<file path="config.mk">
export PLATFORM = sky130hd
export DESIGN_NAME = uc_bus_master_flat
export DESIGN_NICKNAME = d
export VERILOG_FILES = /design/src/rtl/uc_bus_pkg.sv /design/src/rtl/uc_bus_master_if.sv /design/src/rtl/uc_bus_master_strobe_gen.sv /design/src/rtl/uc_bus_master.sv /design/src/flat_wrapper.sv
export SDC_FILE = /design/constraint.sdc
export NUM_CORES = 1
export LEC_CHECK = 0
export CELL_PAD_IN_SITES_DETAIL_PLACEMENT = 0
export CELL_PAD_IN_SITES_GLOBAL_PLACEMENT = 1
export CORE_ASPECT_RATIO = 0.7
export CORE_UTILIZATION = 42
export DETAILED_ROUTE_END_ITERATION = 12
export PLACE_DENSITY = 0.87
export RECOVER_POWER = 100
export SYNTH_ARGS = -nofsm -noshare
export SYNTH_HDL_FRONTEND = slang
export SYNTH_SLANG_ARGS = --single-unit
</file>
<file path="constraint.sdc">
create_clock -name clk -period 3.1 [get_ports clk]
set_input_delay 0.31 -clock clk [delete_from_list [all_inputs] [get_ports clk]]
set_output_delay 0.31 -clock clk [all_outputs]
set_load 0.01 [all_outputs]
</file>
<file path="src/rtl/uc_bus_pkg.sv">
// Shared types for the MCU-side cartridge bus master: command opcodes,
// engine states and the latched command record.
package uc_bus_pkg;
  localparam int ADDR_W = 15;

  typedef enum logic [1:0] {
    OP_SETADDR = 2'd0,
    OP_WRITE   = 2'd1,
    OP_READ    = 2'd2,
    OP_NOP     = 2'd3
  } op_e;

  typedef enum logic [3:0] {
    S_IDLE, S_LO_SET, S_LO_STB, S_HI_SET, S_HI_STB,
    S_ACC_REQ, S_ACC_REL, S_INC_STB, S_RSP
  } state_e;

  typedef struct packed {
    op_e               op;
    logic [ADDR_W-1:0] addr;
    logic [7:0]        wdata;
  } cmd_t;
endpackage

</file>
<file path="src/rtl/uc_bus_master_if.sv">
// Host command/response stream plus the CPLD pad-side signals of the bus master.
interface uc_bus_master_if;
  import uc_bus_pkg::*;

  logic              cmd_valid;
  logic              cmd_ready;
  logic [1:0]        cmd_op;
  logic [ADDR_W-1:0] cmd_addr;
  logic [7:0]        cmd_wdata;
  logic              rsp_valid;
  logic [7:0]        rsp_data;
  logic              rsp_err;
  logic [7:0]        uc_data_i;
  logic [7:0]        uc_data_o;
  logic              uc_data_oe;
  logic              uc_read;
  logic              uc_write;
  logic              set_addr_lo;
  logic              set_addr_hi;
  logic              strobe_addr;
  logic              uc_ack;

  modport master (
    input  cmd_valid, cmd_op, cmd_addr, cmd_wdata, uc_data_i, uc_ack,
    output cmd_ready, rsp_valid, rsp_data, rsp_err, uc_data_o, uc_data_oe,
           uc_read, uc_write, set_addr_lo, set_addr_hi, strobe_addr
  );

  modport slave (
    output cmd_valid, cmd_op, cmd_addr, cmd_wdata, uc_data_i, uc_ack,
    input  cmd_ready, rsp_valid, rsp_data, rsp_err, uc_data_o, uc_data_oe,
           uc_read, uc_write, set_addr_lo, set_addr_hi, strobe_addr
  );
endinterface

</file>
<file path="src/rtl/uc_bus_master_strobe_gen.sv">
// Address-strobe timer: SETUP low cycles, STROBE_W high cycles, one hold cycle.
// done is high during the hold cycle. SETUP must be at least 1.
module uc_strobe_gen #(
  parameter int SETUP    = 2,
  parameter int STROBE_W = 2
) (
  input  logic clk,
  input  logic rst,
  input  logic start,
  output logic strobe,
  output logic done
);
  localparam int TOT = SETUP + STROBE_W;
  localparam int CW  = $clog2(TOT + 2);
  localparam logic [CW-1:0] ON_AT   = CW'(SETUP);
  localparam logic [CW-1:0] HOLD_AT = CW'(TOT);

  logic [CW-1:0] cnt, nxt;

  // cnt holds the index of the current cycle within the sequence; the start cycle is 0
  assign nxt = start ? CW'(1) : cnt + CW'(1);

  always_ff @(posedge clk) begin
    if (rst) begin
      cnt    <= '0;
      strobe <= 1'b0;
      done   <= 1'b0;
    end else if (start || cnt != '0) begin
      cnt    <= (nxt > HOLD_AT) ? '0 : nxt;
      strobe <= (nxt >= ON_AT) && (nxt < HOLD_AT);
      done   <= (nxt == HOLD_AT);
    end else begin
      strobe <= 1'b0;
      done   <= 1'b0;
    end
  end
endmodule

</file>
<file path="src/rtl/uc_bus_master.sv">
// Clocked engine for the CPLD microcontroller port: address loads, strobes and
// the four-phase access handshake. UC_MASTER_AUTOINC_EN skips address loads on hits.
module uc_bus_master
  import uc_bus_pkg::*;
#(
  parameter int SETUP       = 2,
  parameter int STROBE_W    = 2,
  parameter int ACK_TIMEOUT = 1024
) (
  input logic             clk,
  input logic             rst,
  uc_bus_master_if.master bus
);
`ifdef UC_MASTER_AUTOINC_EN
  localparam bit AUTOINC = 1'b1;
`else
  localparam bit AUTOINC = 1'b0;
`endif
  localparam int TMAX = (ACK_TIMEOUT > SETUP) ? ACK_TIMEOUT : SETUP;
  localparam int TW   = $clog2(TMAX + 1);
  localparam logic [TW-1:0] TO_LAST = TW'(ACK_TIMEOUT - 1);
  localparam logic [TW-1:0] SU_LAST = TW'(SETUP - 1);

  state_e            st;
  cmd_t              cmd, new_cmd;
  logic [ADDR_W-1:0] cur_addr;
  logic              addr_vld, req_up, skip_load;
  logic [TW-1:0]     tmr;
  logic              ack_m, ack_s;
  logic              sg_start, sg_done;

  always_comb begin
    new_cmd.op    = op_e'(bus.cmd_op);
    new_cmd.addr  = bus.cmd_addr;
    new_cmd.wdata = bus.cmd_wdata;
  end

  assign skip_load = AUTOINC && addr_vld && (cur_addr == bus.cmd_addr);

  always_ff @(posedge clk) begin
    if (rst) begin
      ack_m <= 1'b0;
      ack_s <= 1'b0;
    end else begin
      ack_m <= bus.uc_ack;
      ack_s <= ack_m;
    end
  end

  uc_strobe_gen #(.SETUP(SETUP), .STROBE_W(STROBE_W)) u_stb (
    .clk    (clk),
    .rst    (rst),
    .start  (sg_start),
    .strobe (bus.strobe_addr),
    .done   (sg_done)
  );

  always_ff @(posedge clk) begin
    if (rst) begin
      st              <= S_IDLE;
      cmd             <= '0;
      cur_addr        <= '0;
      addr_vld        <= 1'b0;
      req_up          <= 1'b0;
      tmr             <= '0;
      sg_start        <= 1'b0;
      bus.cmd_ready   <= 1'b0;
      bus.rsp_valid   <= 1'b0;
      bus.rsp_data    <= '0;
      bus.rsp_err     <= 1'b0;
      bus.uc_data_o   <= '0;
      bus.uc_data_oe  <= 1'b0;
      bus.uc_read     <= 1'b0;
      bus.uc_write    <= 1'b0;
      bus.set_addr_lo <= 1'b0;
      bus.set_addr_hi <= 1'b0;
    end else begin
      sg_start      <= 1'b0;
      bus.rsp_valid <= 1'b0;
      case (st)
        S_IDLE: begin
          if (bus.cmd_valid && bus.cmd_ready) begin
            bus.cmd_ready <= 1'b0;
            bus.rsp_data  <= '0;
            bus.rsp_err   <= 1'b0;
            cmd           <= new_cmd;
            if (new_cmd.op == OP_NOP) begin
              st            <= S_RSP;
              bus.rsp_valid <= 1'b1;
            end else if (new_cmd.op != OP_SETADDR && skip_load) begin
              st             <= S_ACC_REQ;
              tmr            <= '0;
              req_up         <= 1'b0;
              bus.uc_data_o  <= new_cmd.wdata;
              bus.uc_data_oe <= (new_cmd.op == OP_WRITE);
            end else begin
              st              <= S_LO_SET;
              sg_start        <= 1'b1;
              bus.uc_data_o   <= new_cmd.addr[7:0];
              bus.uc_data_oe  <= 1'b1;
              bus.set_addr_lo <= 1'b1;
            end
          end else begin
            bus.cmd_ready <= 1'b1;
          end
        end
        S_LO_SET: if (bus.strobe_addr) st <= S_LO_STB;
        S_LO_STB: begin
          if (sg_done) begin
            st              <= S_HI_SET;
            sg_start        <= 1'b1;
            bus.set_addr_lo <= 1'b0;
            bus.set_addr_hi <= 1'b1;
            bus.uc_data_o   <= {1'b0, cmd.addr[14:8]};
          end
        end
        S_HI_SET: if (bus.strobe_addr) st <= S_HI_STB;
        S_HI_STB: begin
          if (sg_done) begin
            bus.set_addr_hi <= 1'b0;
            cur_addr        <= cmd.addr;
            addr_vld        <= 1'b1;
            if (cmd.op == OP_SETADDR) begin
              st             <= S_RSP;
              bus.rsp_valid  <= 1'b1;
              bus.uc_data_oe <= 1'b0;
            end else begin
              // a read releases the pads here, one cycle ahead of uc_read
              st             <= S_ACC_REQ;
              tmr            <= '0;
              req_up         <= 1'b0;
              bus.uc_data_o  <= cmd.wdata;
              bus.uc_data_oe <= (cmd.op == OP_WRITE);
            end
          end
        end
        S_ACC_REQ: begin
          if (!req_up) begin
            if (cmd.op == OP_READ) begin
              bus.uc_read <= 1'b1;
              req_up      <= 1'b1;
              tmr         <= '0;
            end else if (tmr == SU_LAST) begin
              bus.uc_write <= 1'b1;
              req_up       <= 1'b1;
              tmr          <= '0;
            end else begin
              tmr <= tmr + 1'b1;
            end
          end else if (ack_s) begin
            if (cmd.op == OP_READ) bus.rsp_data <= bus.uc_data_i;
            bus.uc_read  <= 1'b0;
            bus.uc_write <= 1'b0;
            st           <= S_ACC_REL;
            tmr          <= '0;
          end else if (tmr == TO_LAST) begin
            bus.uc_read    <= 1'b0;
            bus.uc_write   <= 1'b0;
            bus.uc_data_oe <= 1'b0;
            bus.rsp_data   <= '0;
            bus.rsp_err    <= 1'b1;
            bus.rsp_valid  <= 1'b1;
            addr_vld       <= 1'b0;
            st             <= S_RSP;
          end else begin
            tmr <= tmr + 1'b1;
          end
        end
        S_ACC_REL: begin
          if (!ack_s) begin
            st             <= S_INC_STB;
            sg_start       <= 1'b1;
            bus.uc_data_oe <= 1'b0;
          end else if (tmr == TO_LAST) begin
            // the CPLD address may or may not have moved; force a reload next time
            bus.uc_data_oe <= 1'b0;
            bus.rsp_data   <= '0;
            bus.rsp_err    <= 1'b1;
            bus.rsp_valid  <= 1'b1;
            addr_vld       <= 1'b0;
            st             <= S_RSP;
          end else begin
            tmr <= tmr + 1'b1;
          end
        end
        S_INC_STB: begin
          if (sg_done) begin
            st            <= S_RSP;
            bus.rsp_valid <= 1'b1;
            cur_addr      <= cur_addr + 1'b1;
          end
        end
        S_RSP: begin
          st            <= S_IDLE;
          bus.cmd_ready <= 1'b1;
        end
        default: st <= S_IDLE;
      endcase
    end
  end
endmodule
</file>
<file path="src/flat_wrapper.sv">
// flat-port wrapper written by rule: the top's interface ports become plain ports
module uc_bus_master_flat import uc_bus_pkg::*;
#(
  parameter int SETUP       = 2,
  parameter int STROBE_W    = 2,
  parameter int ACK_TIMEOUT = 1024
)
  (clk, rst, bus_cmd_valid, bus_cmd_op, bus_cmd_addr, bus_cmd_wdata, bus_uc_data_i, bus_uc_ack, bus_cmd_ready, bus_rsp_valid, bus_rsp_data, bus_rsp_err, bus_uc_data_o, bus_uc_data_oe, bus_uc_read, bus_uc_write, bus_set_addr_lo, bus_set_addr_hi, bus_strobe_addr);
  uc_bus_master_if bus_i ();
  input logic clk;
  input logic rst;
  input wire logic [$bits(bus_i.cmd_valid)-1:0] bus_cmd_valid;
  input wire logic [$bits(bus_i.cmd_op)-1:0] bus_cmd_op;
  input wire logic [$bits(bus_i.cmd_addr)-1:0] bus_cmd_addr;
  input wire logic [$bits(bus_i.cmd_wdata)-1:0] bus_cmd_wdata;
  input wire logic [$bits(bus_i.uc_data_i)-1:0] bus_uc_data_i;
  input wire logic [$bits(bus_i.uc_ack)-1:0] bus_uc_ack;
  output wire logic [$bits(bus_i.cmd_ready)-1:0] bus_cmd_ready;
  output wire logic [$bits(bus_i.rsp_valid)-1:0] bus_rsp_valid;
  output wire logic [$bits(bus_i.rsp_data)-1:0] bus_rsp_data;
  output wire logic [$bits(bus_i.rsp_err)-1:0] bus_rsp_err;
  output wire logic [$bits(bus_i.uc_data_o)-1:0] bus_uc_data_o;
  output wire logic [$bits(bus_i.uc_data_oe)-1:0] bus_uc_data_oe;
  output wire logic [$bits(bus_i.uc_read)-1:0] bus_uc_read;
  output wire logic [$bits(bus_i.uc_write)-1:0] bus_uc_write;
  output wire logic [$bits(bus_i.set_addr_lo)-1:0] bus_set_addr_lo;
  output wire logic [$bits(bus_i.set_addr_hi)-1:0] bus_set_addr_hi;
  output wire logic [$bits(bus_i.strobe_addr)-1:0] bus_strobe_addr;
  assign bus_i.cmd_valid = bus_cmd_valid;
  assign bus_i.cmd_op = bus_cmd_op;
  assign bus_i.cmd_addr = bus_cmd_addr;
  assign bus_i.cmd_wdata = bus_cmd_wdata;
  assign bus_i.uc_data_i = bus_uc_data_i;
  assign bus_i.uc_ack = bus_uc_ack;
  assign bus_cmd_ready = bus_i.cmd_ready;
  assign bus_rsp_valid = bus_i.rsp_valid;
  assign bus_rsp_data = bus_i.rsp_data;
  assign bus_rsp_err = bus_i.rsp_err;
  assign bus_uc_data_o = bus_i.uc_data_o;
  assign bus_uc_data_oe = bus_i.uc_data_oe;
  assign bus_uc_read = bus_i.uc_read;
  assign bus_uc_write = bus_i.uc_write;
  assign bus_set_addr_lo = bus_i.set_addr_lo;
  assign bus_set_addr_hi = bus_i.set_addr_hi;
  assign bus_strobe_addr = bus_i.strobe_addr;
  uc_bus_master #(.SETUP(SETUP), .STROBE_W(STROBE_W), .ACK_TIMEOUT(ACK_TIMEOUT)) u_core (.clk(clk), .rst(rst), .bus(bus_i));
endmodule
</file>
==> tab_implementation.tex <==
\begin{tabular}{lr}
\hline
Metric & Value \\
\hline
\multicolumn{2}{l}{\textbf{Worst setup path}} \\
\quad Slowest cell delay on critical path & 0.98 ns \\
\quad Slowest cell on the critical path & sky130\_fd\_sc\_hd\_\_dfxtp\_1 \\
\quad Maximum fanout along the worst path & 30 \\
\quad Data required time at the worst endpoint & approximately 3.3 ns \\
\quad Arrival @ worst endpoint & 2.81 ns \\
\quad Crit-path cells & nor4bb\_1 > o21ai\_0 > o22ai\_1 > o21ai\_0 > o22ai\_1 \\
\quad Combined buffer and inverter count along the critical path & 0 \\
\quad Worst Setup End Kind & flop \\
\quad Type of the worst setup path & reg2reg \\
\quad Crit-path leading delay family & compound AO/OA/AOI/OAI gates \\
\quad Worst Setup Start Kind & flop \\
\multicolumn{2}{l}{\textbf{CTS}} \\
\quad Deepest clock path buffer count & 2 \\
\quad Clock Root Buffer & sky130\_fd\_sc\_hd\_\_clkbuf\_16 \\
\quad Hold Buf Count CTS & 0 \\
\quad TritonCTS clock tree & done \\
\quad Inserted Clock Buffers & 9 \\
\quad Clock transition at the registers of the reported paths & around 0.060 ns \\
\quad Clock tree sinks & between 60 and 70 \\
\quad Total setup buffers inserted after CTS & 0 \\
\quad Gates resized, CTS repair & 0 \\
\quad Number of levels in the clock H-tree & 3 \\
\quad Clock network latency to the later pin of the worst-skew pair & 0.33 ns \\
\multicolumn{2}{l}{\textbf{Place}} \\
\quad Routability-driven placement congestion ratio & roughly 0.86 \\
\quad \# port buffers & 61 \\
\quad Worst-case setup slack after placement & around 0.59 ns \\
\quad Detailed placement HPWL & about 7000 µm \\
\quad Post-Place Cells & roughly 570 \\
\multicolumn{2}{l}{\textbf{Yosys}} \\
\quad Area share of the largest cell type after synthesis & around 37\% \\
\quad Distinct cell type count of the synthesized netlist & between 70 and 80 \\
\quad Number of synthesized register bits & between 60 and 70 \\
\quad EDFF count, synth & 0 \\
\quad Main area contributors after synthesis & sky130\_fd\_sc\_hd\_\_dfxtp\_1 37\%, sky130\_fd\_sc\_hd\_\_nand2\_1 6.4\%, sky130\_fd\_sc\_hd\_\_a21oi\_1 5.0\% \\
\quad Most frequently used cell type in the post-synthesis netlist & sky130\_fd\_sc\_hd\_\_dfxtp\_1 \\
\quad Post-synthesis cell type with the largest combined area & sky130\_fd\_sc\_hd\_\_dfxtp\_1 \\
\quad Mapped Avg Cell Area & between 8 and 9 µm² \\
\quad Commonest register cell after synthesis & sky130\_fd\_sc\_hd\_\_dfxtp\_1 \\
\quad Fraction of registers with async set or reset after synthesis & 0\% \\
\quad Number of cells produced by synthesis & 430 \\
\quad Sequential element share of the synthesized area & a little under two fifths \\
\quad Post-synthesis cell area & around 0.0035 mm² \\
\quad Syn. warnings & 0 \\
\quad Most frequent cells after synthesis & 65 x sky130\_fd\_sc\_hd\_\_dfxtp\_1, 60 x sky130\_fd\_sc\_hd\_\_nand2\_1, 35 x sky130\_fd\_sc\_hd\_\_a21oi\_1 \\
\quad Total nets after synthesis & around 470 \\
\multicolumn{2}{l}{\textbf{Global route}} \\
\quad Gr ovfl total & 0 \\
\quad Met1 GRT Util & between 30 and 40\% \\
\quad Met2 demand-to-capacity share in global routing & roughly a third \\
\quad Global-route track usage on met3 & slightly below 6\% \\
\quad Antenna violations before repair & 0 \\
\quad Maximum number of pins on one net before global-route repair & 31 \\
\quad Wire length of the first global-routing pass & approximately 16000 µm \\
\quad Number of global-route vias before repair & approximately 3.2k \\
\quad Total Routing Usage GR & 23.9\% \\
\quad Most crowded layer after global routing & met1 \\
\multicolumn{2}{l}{\textbf{Final layout}} \\
\quad \# diodes & 0 \\
\quad Count of placed standard cells in the final layout, fillers left out & between 500 and 600 \\
\quad \# nets final & 520 \\
\quad Fillers & between 700 and 800 \\
\quad Utilization after layout & a little under three fifths \\
\quad P\&R area growth vs syn & 26.4\% \\
\quad Share of cells above drive strength 1 & under 10\% \\
\multicolumn{2}{l}{\textbf{Outcome}} \\
\quad Run status & complete, but fails checks \\
\quad Violated checks & DRC \\
\multicolumn{2}{l}{\textbf{STA}} \\
\quad Unrepaired setup endpoints after global routing & no \\
\quad Sum of negative setup slack & 0 ns \\
\quad Headroom to the max-slew limit & about 12\% \\
\quad Maximum operating frequency & about 380 MHz \\
\quad Final hold violation count & 0 \\
\quad Setup ws final & around 0.45 ns \\
\quad Final slew viol count & 0 \\
\quad Setup violations, final & 0 \\
\quad Final critical-path required period & about 2.6 ns \\
\quad Transition at the pin with the smallest max-transition slack & approximately 1.3 ns \\
\quad Layout Skew & between 0.009 and 0.01 ns \\
\quad Post-route clock period utilization & a little under nine tenths \\
\multicolumn{2}{l}{\textbf{Min path}} \\
\quad Hold Path Class & reg2reg \\
\multicolumn{2}{l}{\textbf{Floorplanning}} \\
\quad Area enclosed by the die boundary & around 0.009 mm² \\
\quad Cell Rows & 27 \\
\quad Placeable core region & roughly 0.008 mm² \\
\quad Initial core utilization & 44.0\% \\
\quad \# IOs & 62 \\
\quad Die Wd & $\sim$110 µm \\
\quad Die extent in y & a little under 80 µm \\
\multicolumn{2}{l}{\textbf{Routing}} \\
\quad Vias after detailed routing & 3505 \\
\quad Detailed-route wire length & just over 10000 µm \\
\quad Initial DRT Pass Iterations & 11 \\
\quad Detail Route Antenna Nets & 0 \\
\quad Number of violations reported at the end of detailed-routing iteration 0 & 330 \\
\quad Detail-routed net length per standard cell & 17.2 µm \\
\quad Number of remaining DRC errors & 2 \\
\quad DR vias/cell & between 5 and 6 \\
\multicolumn{2}{l}{\textbf{Power and ir drop}} \\
\quad Maximum VDD drop & between 0.0003 and 0.0004 V \\
\quad Overall power after layout & 3.17 mW \\
\quad Power density of the placed cells & 713 mW/mm² \\
\quad Leakage power & 1.59 nW \\
\multicolumn{2}{l}{\textbf{Run}} \\
\quad Max-capacitance violation count & 0 \\
\hline
\end{tabular}
## cell type report
cell class	instances	area [µm²]	area share, %
tap	101	126	2.84
multi-input combinational	319	2010	45.2
clock inverter	6	68.8	1.55
timing repair buffer	70	664	14.9
clock buffer	10	229	5.14
sequential	65	1300	29.2
inverter	14	52.6	1.18
## layer usage
metal	part of all wire, %	up-vias
met3	9.1	11
met2	41	170
met5	0	-
li1	-	1701
met4	0.86	0
met1	49	1623
## logic make-up after synthesis
family | after synthesis | share of synthesized area (%)
and+or+nand+nor | 176 | 26.5
AOI/OAI and AO/OA | 130 | 27.2
DFF | 65 | 36.9
muxes | 5 | 1.46
adders and majority gates | 4 | 1.42
buffers and inverters | 46 | 5.50
xor gates and xnor gates | 4 | 0.994
## metrics by stage
step / hold WS [ns] / instance area [µm²]
after floorplan: 0.414 / 3520
after global placement: 0.416 / 4180
after detailed placement: 0.434 / 4180
after CTS: 0.450 / 4480
after global routing: 0.477 / 4450
final: 0.451 / 4450
## cells in the final DEF (no fill, tap or decap), types with 3 or more instances in the layout
| cell | netlist | final |
|---|---|---|
| sky130_fd_sc_hd__a22o_1 | 11 | 11 |
| sky130_fd_sc_hd__nand2b_1 | 8 | 8 |
| sky130_fd_sc_hd__clkinv_4 | 0 | 3 |
| sky130_fd_sc_hd__o211ai_1 | 4 | 4 |
| sky130_fd_sc_hd__ha_1 | 4 | 4 |
| sky130_fd_sc_hd__o21ai_0 | 15 | 17 |
| sky130_fd_sc_hd__nor2b_1 | 9 | 9 |
| sky130_fd_sc_hd__xnor2_1 | 3 | 3 |
| sky130_fd_sc_hd__a31oi_1 | 4 | 4 |
| sky130_fd_sc_hd__nand2_1 | 60 | 60 |
| sky130_fd_sc_hd__buf_4 | 0 | 7 |
| sky130_fd_sc_hd__dlygate4sd3_1 | 0 | 25 |
| sky130_fd_sc_hd__dfxtp_1 | 65 | 65 |
| sky130_fd_sc_hd__a21oi_1 | 35 | 35 |
| sky130_fd_sc_hd__o2111ai_1 | 3 | 3 |
| sky130_fd_sc_hd__nand3_1 | 13 | 13 |
| sky130_fd_sc_hd__nor2_1 | 23 | 23 |
| sky130_fd_sc_hd__nor3_1 | 13 | 13 |
| sky130_fd_sc_hd__mux2i_1 | 4 | 4 |
| sky130_fd_sc_hd__o22ai_1 | 9 | 9 |
| sky130_fd_sc_hd__clkbuf_1 | 20 | 4 |
| sky130_fd_sc_hd__a211oi_1 | 8 | 8 |
| sky130_fd_sc_hd__inv_1 | 14 | 14 |
| sky130_fd_sc_hd__clkbuf_16 | 0 | 9 |
| sky130_fd_sc_hd__nand4_1 | 13 | 13 |
| sky130_fd_sc_hd__clkdlybuf4s50_1 | 0 | 35 |
| sky130_fd_sc_hd__o311ai_0 | 6 | 6 |
| sky130_fd_sc_hd__nor4b_1 | 5 | 5 |
| sky130_fd_sc_hd__or3_1 | 4 | 4 |
| sky130_fd_sc_hd__nor4_1 | 4 | 5 |
| sky130_fd_sc_hd__o31ai_1 | 3 | 3 |
## report_power, final
| part | internal (mW) | total [mW] | switching (mW) |
|---|---|---|---|
| registers | 0.955 | 1.09 | 0.137 |
| logic | 0.442 | 1.08 | 0.638 |
| clock network | 0.624 | 1.00 | 0.378 |
| total | 2.02 | 3.17 | 1.15 |
## sequential cells by signal (all words and copies together), names as in the netlist
signal and flops:
u_core.u_stb.done 1, u_core.req_up 1, u_core.cmd 17, u_core.bus.uc_data_oe 1, u_core.bus.rsp_valid 1, u_core.bus.uc_read 1
u_core.ack_m 1, u_core.tmr 11, u_core.bus.cmd_ready 1, u_core.ack_s 1, u_core.bus.rsp_err 1, u_core.bus.uc_data_o 8
u_core.u_stb.cnt 3, u_core.u_stb.strobe 1, u_core.st 4, u_core.bus.set_addr_hi 1, u_core.bus.uc_write 1, u_core.bus.rsp_data 8
u_core.sg_start 1, u_core.bus.set_addr_lo 1
## worst paths after layout
check / start / to / slack, ns / cells after the start
hold / removal: u_core.ack_m$_SDFF_PP0_ / u_core.ack_s$_SDFF_PP0_ / 0.45 / 1
hold reg to reg: u_core.ack_m$_SDFF_PP0_ / u_core.ack_s$_SDFF_PP0_ / 0.45 / 1
setup reg to reg: u_core.st[1]$_SDFFE_PP0P_ / u_core.tmr[4]$_SDFFE_PP0P_ / 0.45 / 5
setup / recovery: u_core.st[1]$_SDFFE_PP0P_ / u_core.tmr[4]$_SDFFE_PP0P_ / 0.45 / 5
(Power assumes the default switching activity.)
